`src/rtl/fetch_unit.sv`:
```
// Instruction fetch stage: owns the PC, drives the combinational instruction memory and
// presents the captured byte to decode over a valid/ready handshake. HALT stop: FETCH_HALT_EN.
module fetch_unit #(
    parameter int unsigned     PC_W        = 8,
    parameter logic [PC_W-1:0] RESET_PC    = '0,
    parameter logic [7:0]      HALT_OPCODE = 8'hFF
) (
    input  logic            clk_i,
    input  logic            rst_i,
    input  logic            fetch_en_i,
    output logic [PC_W-1:0] imem_addr_o,
    input  logic [7:0]      imem_data_i,
    input  logic            redirect_i,
    input  logic [PC_W-1:0] redirect_pc_i,
    output logic [7:0]      ir_o,
    output logic [PC_W-1:0] ir_pc_o,
    output logic            ir_valid_o,
    input  logic            ir_ready_i,
    output logic            halted_o
);

`ifdef FETCH_HALT_EN
    localparam bit HaltEn = 1'b1;
`else
    localparam bit HaltEn = 1'b0;
`endif

    logic [PC_W-1:0] pc_q, pc_d;
    logic [7:0]      ir_q, ir_d;
    logic [PC_W-1:0] ir_pc_q, ir_pc_d;
    logic            ir_valid_q, ir_valid_d;
    logic            halted_q, halted_d;

    logic load;
    logic accept;
    logic halt_hit;

    assign load     = fetch_en_i && !halted_q && !redirect_i && (!ir_valid_q || ir_ready_i);
    assign accept   = ir_valid_q && ir_ready_i;
    // Without the HALT option this folds to 0, so halted_q is a constant-0 register.
    assign halt_hit = HaltEn && (imem_data_i == HALT_OPCODE);

    always_comb begin
        pc_d       = pc_q;
        ir_d       = ir_q;
        ir_pc_d    = ir_pc_q;
        ir_valid_d = ir_valid_q;
        halted_d   = halted_q;

        if (redirect_i) begin
            // Flush: any handshake on this edge has completed, the pending slot is emptied.
            pc_d       = redirect_pc_i;
            ir_valid_d = 1'b0;
            halted_d   = 1'b0;
        end else if (load) begin
            ir_d       = imem_data_i;
            ir_pc_d    = pc_q;
            ir_valid_d = 1'b1;
            pc_d       = pc_q + PC_W'(1);
            if (halt_hit) begin
                halted_d = 1'b1;
            end
        end else if (accept) begin
            ir_valid_d = 1'b0;
        end
    end

    always_ff @(posedge clk_i or posedge rst_i) begin
        if (rst_i) begin
            pc_q       <= RESET_PC;
            ir_q       <= 8'h00;
            ir_pc_q    <= '0;
            ir_valid_q <= 1'b0;
            halted_q   <= 1'b0;
        end else begin
            pc_q       <= pc_d;
            ir_q       <= ir_d;
            ir_pc_q    <= ir_pc_d;
            ir_valid_q <= ir_valid_d;
            halted_q   <= halted_d;
        end
    end

    assign imem_addr_o = pc_q;
    assign ir_o        = ir_q;
    assign ir_pc_o     = ir_pc_q;
    assign ir_valid_o  = ir_valid_q;
    assign halted_o    = halted_q;

endmodule

```
`config.mk`:
```
export PLATFORM = sky130hd
export DESIGN_NAME = fetch_unit
export DESIGN_NICKNAME = d
export VERILOG_FILES = /design/src/rtl/fetch_unit.sv
export SDC_FILE = /design/constraint.sdc
export NUM_CORES = 1
export LEC_CHECK = 0
export ABC_CLOCK_PERIOD_IN_PS = 1610
export BUFFER_PORTS_ARGS = -buffer_cell sky130_fd_sc_hd__buf_2
export CORE_ASPECT_RATIO = 2
export CORE_UTILIZATION = 38
export CTS_CLUSTER_DIAMETER = 100
export DETAILED_ROUTE_END_ITERATION = 6
export GPL_ROUTABILITY_DRIVEN = 1
export GPL_TIMING_DRIVEN = 0
export PLACE_DENSITY = 0.74
export SETUP_SLACK_MARGIN = 0.5
export SLEW_MARGIN = 20
export SYNTH_ARGS = -nofsm -noshare
export SYNTH_HDL_FRONTEND = slang
export SYNTH_SLANG_ARGS = --single-unit
```
`constraint.sdc`:
```
create_clock -name clk_i -period 1.61 [get_ports clk_i]
set_input_delay 0.0805 -clock clk_i [delete_from_list [all_inputs] [get_ports clk_i]]
set_output_delay 0.0805 -clock clk_i [all_outputs]
set_load 0.05 [all_outputs]
```
==> results of run 1 <==
-- cell type report --
type / count / area share [%]
Buffer: 6 / 3.38
Clock buffer: 4 / 2.54
Inverter: 3 / 0.634
Multi-Input combinational cell: 65 / 36.1
Sequential cell: 25 / 35.7
Tap cell: 30 / 2.11
Timing Repair Buffer: 55 / 19.6
-- path summary, 6_finish.rpt --
| kind | start | end | cells past startpoint |
|---|---|---|---|
| max | ir_valid_o | imem_addr_o[6] | 3 |
| min | rst_i | ir_pc_o[5] | 2 |
| max reg2reg | ir_valid_o | imem_addr_o[6] | 3 |
| min reg2reg | ir_pc_o[4] | ir_pc_o[4] | 1 |
| max in group asynchronous | rst_i | imem_addr_o[1] | 2 |
| min in group clk_i | imem_data_i[2] | ir_o[2] | 2 |
-- synthesized netlist by cell type, types with 2 or more instances --
library cell	number
dfrtp_1	25
mux2_2	9
mux2_1	7
nor2_1	6
a31oi_1	5
nand2_1	5
nand3_1	5
buf_4	3
o21ai_0	3
o31ai_1	3
or3_1	3
buf_2	2
inv_1	2
nand3_2	2
o311ai_0	2
or2_2	2
or4_1	2
-- routing by layer --
layer	vias to the layer above	global-route usage (%)	routed length (um)
met5	-	0	0
met4	0	10.7	64
met3	5	1.93	148
met2	31	30.5	1600
met1	486	19.7	1070
li1	480	-	-
-- through the flow --
stage | hold WS [ns] | total power [mW] | instance area [um^2] | instances
after global routing | 0.0376 | 2.17 | 1780 | 188
after global placement | 0.302 | 1.60 | 1520 | 172
after detailed placement | 0.317 | 1.62 | 1520 | 172
after floorplan | 0.107 | 1.43 | 1270 | 99
after CTS | 0.0243 | 2.05 | 1710 | 185
final | 0.00679 | 2.07 | 1780 | 188
-- cell families after synthesis --
kind of cell               share of synthesized area (%)
and+or+nand+nor                                     14.4
DFF                                                 54.0
AOI/OAI and AO/OA                                   9.94
muxes                                               15.6
buffers and inverters                               4.75
adders and majority gates                           1.08
other                                              0.324
-- critical path: cells and delay by family, from the launching register on --
family / cells / cell delay (ns)
flip-flops: 1 / 0.40
AND/OR/NAND/NOR: 2 / 0.75
AO/OA/AOI/OAI: 1 / 0.14
-- what timing repair did --
item / in CTS / in global routing
pin swaps: 4 / 3
endpoints found under the setup margin: 25 / 29
resized for setup: 14 / 14
cloned: 0 / 0
buffers inserted: 9 / 3
-- power groups by stage --
| stage | registers (mW) | clock network [mW] | logic, mW |
|---|---|---|---|
| finish | 0.818 | 0.373 | 0.883 |
| global route | 0.835 | 0.397 | 0.937 |
| CTS | 0.817 | 0.378 | 0.852 |
| detailed placement | 0.834 | 0 | 0.785 |
| global placement | 0.823 | 0 | 0.774 |
| floorplan | 1.20 | 0 | 0.238 |
-- state kept, by name, summed over array words and instances (netlist names) --
signal       count
ir_o             8
ir_pc_o          8
ir_valid_o       1
imem_addr_o      8
==> results.sh, run 1 <==
export IMPL_intPower_mw=1.23
export IMPL_grt_pass1_vias=956
export IMPL_critPathArrivalTime_ns=1.56
export IMPL_wl_per_cell_um=15.3
export IMPL_status="complete, no violations"
export IMPL_synth_top_area_cell="dfrtp_1"
export IMPL_slew_viol_final=0
export IMPL_die_area_um2=3290
export IMPL_via_per_inst=5.33
export IMPL_seqPwrFrac_pct=39.4
export IMPL_p_per_area_nw_per_um2=1170
export IMPL_place_hpwl_um=2050
export IMPL_yosysWarnings=0
export IMPL_fin_skew_ns=0.00137
export IMPL_grt_max_degree=26
export IMPL_synth_edf_count=0
export IMPL_area_growth_pct=53.2
export IMPL_rsz0062_at_grt="yes"
export IMPL_cts_sinks=25
export IMPL_cts_root_buf="clkbuf_8"
export IMPL_vdd_drop_max_uv=498
export IMPL_totalNegativeSetupSlack_ns=0
export IMPL_dr_pass1_iters=4
export IMPL_setup_viol=0
export IMPL_syn_nets=121
export IMPL_die_h_um=80.1
export IMPL_fillers=243
export IMPL_rows=28
export IMPL_dominantRegCellSynth="dfrtp_1"
export IMPL_path_class="reg -> reg"
export IMPL_ioPinCount=47
export IMPL_drc_errors=0
export IMPL_layout_nets=181
export IMPL_path_cells="and2b_2 > or4_1 > a31oi_1"
export IMPL_cts_tree="done"
export IMPL_final_common_cell="buf_2"
export IMPL_fp_dieW_um=41.0
export IMPL_fin_util_pct=60.3
export IMPL_clk_pin_slew_ns=0.08
export IMPL_layout_common_cells="buf_2, dfrtp_1, mux2_4, buf_4"
export IMPL_synthCells=99
export IMPL_start_util_pct=39.4
export IMPL_synth_top_area_share_pct=54.0
export IMPL_drive_gt1_share_pct=63.9
export IMPL_n_antenna_cell=0
export IMPL_end_kind="flop"
export IMPL_tightest_slew_ns=0.938
export IMPL_synth_avg_cell_area_um2=11.7
export IMPL_async_reset_ff_share_pct=100
export IMPL_cp_data_required_time_ns=1.81
export IMPL_synth_area_top_cells="dfrtp_1, mux2_2, mux2_1, a31oi_1, nand3_1"
export IMPL_htreeDepth=1
export IMPL_multi_input_area_um2=641
export IMPL_clkPwrFrac_pct=18.0
export IMPL_grt_overflow=0
export IMPL_maxCapViolCount=0
export IMPL_fin_crit_sh_pct=84.6
export IMPL_antenna_found_initial=0
export IMPL_dpl_worst_slack_ns=0.194
export IMPL_ant_nets=0
export IMPL_hold_buffers=0
export IMPL_p_switching_uw=848
export IMPL_grt_pass1_wl_um=4110
export IMPL_period_minus_slack_ns=1.36
export IMPL_fmax_ghz=0.734
export IMPL_gp_congestion=0.876
export IMPL_synthesis_area_um2=1160
export IMPL_rrSetupSlack_ns=0.25
export IMPL_clk_path_buf_depth=2
export IMPL_cts_buffers=3
export IMPL_gr_usage_all_layers_pct=18.1
export IMPL_p_sw_share_pct=40.9
export IMPL_startpoint_type="flop"
export IMPL_core_area_um2=2940
export IMPL_synth_cell_types=30
export IMPL_synth_seq_cells=25
export IMPL_insertion_delay_ns=0.27
export IMPL_initialDrtViolationCount=6
export IMPL_final_hold_viol_count=0
export IMPL_seq_area_um2=633
export IMPL_ys_seq_area_share_pct=54.0
export IMPL_layout_setup_ws_ns=0.247
export IMPL_portBuffers=43
export IMPL_vias=1002
export IMPL_routed_wirelength_um=2880
export IMPL_slowest_delay_ns=0.52
export IMPL_combPwrFrac_pct=42.6
export IMPL_slew_headroom_pct=37.4
export IMPL_hp_class="in -> async"
export IMPL_path_max_fanout=4
export IMPL_crit_path_top_delay_cell="or4_1"
export IMPL_power_leakage_nw=0.860
Power figures use the tool's default switching activity.
==> run 2, diff against run 1 <==
Settings changed: ABC_AREA set to 1, ABC_CLOCK_PERIOD_IN_PS 1610 to 1150, PLACE_DENSITY 0.74 to 0.76.
Clock period 1.61 ns to 1.15 ns, I/O delays scaled along.
==> run 2 against run 1 <==
The run now ends with hold timing left. Utilization grew 13 points. Maximum frequency up 24%. Total power is 51% higher. Critical path type unchanged. Highest routed layer unchanged. Sequential share of layout area down 5.7 points. Die area rose by 4.2%. First-iteration DRC count increased to 3.8 times the previous value. Critical path depth increased by 3. Sequential power rose by 43%. Synthesized cell count grew 51%. Hold slack worse by 0.18 ns.
==> results.sh, run 2 <==
export IMPL_fp_dieW_um=41.9
export IMPL_slew_headroom_pct=63.3
export IMPL_clkPwrFrac_pct=16.8
export IMPL_fmax_ghz=0.908
export IMPL_p_switching_mw=1.27
export IMPL_cts_root_buf="clkbuf_8"
export IMPL_drive_gt1_share_pct=63.0
export IMPL_setup_viol=0
export IMPL_r2r_start="ir_valid_o"
export IMPL_ant_nets=0
export IMPL_grt_max_degree=26
export IMPL_fin_total_pwr_mw=3.14
export IMPL_grt_overflow=0
export IMPL_wl_per_cell_um=14.7
export IMPL_grt_pass1_vias=1216
export IMPL_htreeDepth=1
export IMPL_synth_most_common_cell="nand2_1"
export IMPL_gr_usage_all_layers_pct=19.7
export IMPL_hp_class="in -> async"
export IMPL_critPathArrivalTime_ns=1.26
export IMPL_insertion_delay_ns=0.27
export IMPL_synthCells=149
export IMPL_async_reset_ff_share_pct=100
export IMPL_cts_tree="done"
export IMPL_syn_nets=171
export IMPL_layout_nets=250
export IMPL_path_class="reg -> reg"
export IMPL_totalNegativeSetupSlack_ns=0
export IMPL_stdcell_area_um2=2190
export IMPL_ioPinCount=47
export IMPL_synth_seq_cells=25
export IMPL_maxCapViolCount=0
export IMPL_end_kind="flop"
export IMPL_yosysWarnings=0
export IMPL_drc_errors=0
export IMPL_start_util_pct=40.6
export IMPL_violations="hold timing"
export IMPL_startpoint_type="flop"
export IMPL_rows=28
export IMPL_cp_startpoint="ir_valid_o"
export IMPL_dominantRegCellSynth="dfrtp_1"
export IMPL_synth_avg_cell_area_um2=8.11
export IMPL_final_common_cell="nand2_1"
export IMPL_cts_buffers=3
export IMPL_final_cells=257
export IMPL_clk_pin_slew_ns=0.09
export IMPL_routed_wirelength_um=3770
export IMPL_initialDrtViolationCount=23
export IMPL_dr_pass1_iters=4
export IMPL_intPower_mw=1.87
export IMPL_seqPwrFrac_pct=37.3
export IMPL_ys_seq_area_share_pct=51.8
export IMPL_die_area_um2=3420
export IMPL_rsz0062_at_grt="yes"
export IMPL_path_max_fanout=6
export IMPL_place_area_um2=1560
export IMPL_status="finished with violations"
export IMPL_place_hpwl_um=1990
export IMPL_gp_congestion=0.781
export IMPL_final_hold_viol_count=27
export IMPL_p_per_area_nw_per_um2=1430
export IMPL_cts_sinks=25
export IMPL_synthesis_area_um2=1210
export IMPL_portBuffers=44
export IMPL_layout_common_cells="nand2_1, dfrtp_2, buf_6, buf_4, buf_2"
export IMPL_whs_ns=-0.173
export IMPL_p_sw_share_pct=40.5
export IMPL_vdd_drop_max_uv=885
export IMPL_slew_viol_final=0
export IMPL_power_leakage_nw=1.11
export IMPL_area_growth_pct=81.4
export IMPL_synth_area_top_cells="dfrtp_1, nand2_1, nand3_1, inv_1, o21ai_1"
export IMPL_period_minus_slack_ns=1.10
export IMPL_synth_top_area_cell="dfrtp_1"
export IMPL_rrSetupSlack_ns=0.05
export IMPL_combPwrFrac_pct=45.9
export IMPL_cp_data_required_time_ns=1.31
export IMPL_synth_common_cells="nand2_1, dfrtp_1, inv_1, nand3_1, nor2_1"
export IMPL_vias=1256
export IMPL_n_antenna_cell=0
export IMPL_die_h_um=81.8
export IMPL_grt_pass1_wl_um=5270
export IMPL_synth_edf_count=0
export IMPL_fin_crit_sh_pct=95.8
export IMPL_core_area_um2=2980
export IMPL_antenna_found_initial=0
export IMPL_dpl_worst_slack_ns=0.0566
export IMPL_synth_cell_types=25
export IMPL_via_per_inst=4.89
export IMPL_fin_util_pct=73.6
export IMPL_layout_setup_ws_ns=0.0481
export IMPL_tightest_slew_ns=0.550
export IMPL_clk_path_buf_depth=2
export IMPL_fin_skew_ns=0.00267
export IMPL_dp_cells=223
export IMPL_synth_top_area_share_pct=51.8
## run 2: cell families after synthesis
| family | synth area share, % |
|---|---|
| other | 0.310 |
| adder cells (fa/ha/maj) | 1.04 |
| buffers and inverters | 9.52 |
| AND/OR/NAND/NOR | 30.4 |
| flip-flops | 51.8 |
| XOR/XNOR | 0.725 |
| AO/OA/AOI/OAI | 6.21 |
## run 2: cell type report
type                       count  area, um^2
fill                         219         786
inverter                      16        76.3
tap                           30        37.5
clock buffer                   4        45.0
multi-input combinational    104         649
buffer                         5        68.8
sequential                    25         657
timing repair buffer          73         658
## run 2: power by group through the flow
stage / clock [mW] / sequential, mW / combinational, mW
6_report: 0.529 / 1.17 / 1.44
5_1_grt: 0.584 / 1.19 / 1.52
4_1_cts: 0.530 / 1.16 / 1.22
3_5_place_dp: 0 / 1.15 / 0.986
3_3_place_gp: 0 / 1.15 / 0.977
2_1_floorplan: 0 / 1.61 / 0.285
## run 2: worst paths after layout
path	end	cells after the start
setup / recovery	ir_o[1]	6
hold / removal	ir_o[7]	2
setup reg to reg	ir_o[1]	6
hold reg to reg	ir_o[6]	2
max in group asynchronous	ir_o[3]	2
min in group clk_i	ir_valid_o	2
## run 2: what timing repair did
item,in CTS,in global routing
cloned,0,4
endpoints found under the hold margin,34,28
hold buffers,6,1
setup buffers,7,12
gates resized for setup,53,30
pin swaps,3,5
setup endpoints to repair,75,50
## run 2: routing by layer
metal | up-vias | track usage [%] | part of all wire [%]
met5 | - | 0 | 0
met3 | 6 | 2.42 | 3.4
met2 | 54 | 39.4 | 61
met4 | 0 | 4.84 | 1.7
li1 | 619 | - | -
met1 | 577 | 21.3 | 34
## run 2: worst max-delay path: stages (launching register included)
cell      delay [ns]
dfrtp_2         0.39
nand2_4         0.10
nand2_8         0.14
clkinv_8        0.08
buf_12          0.15
nand2_4         0.07
nand2_2         0.06
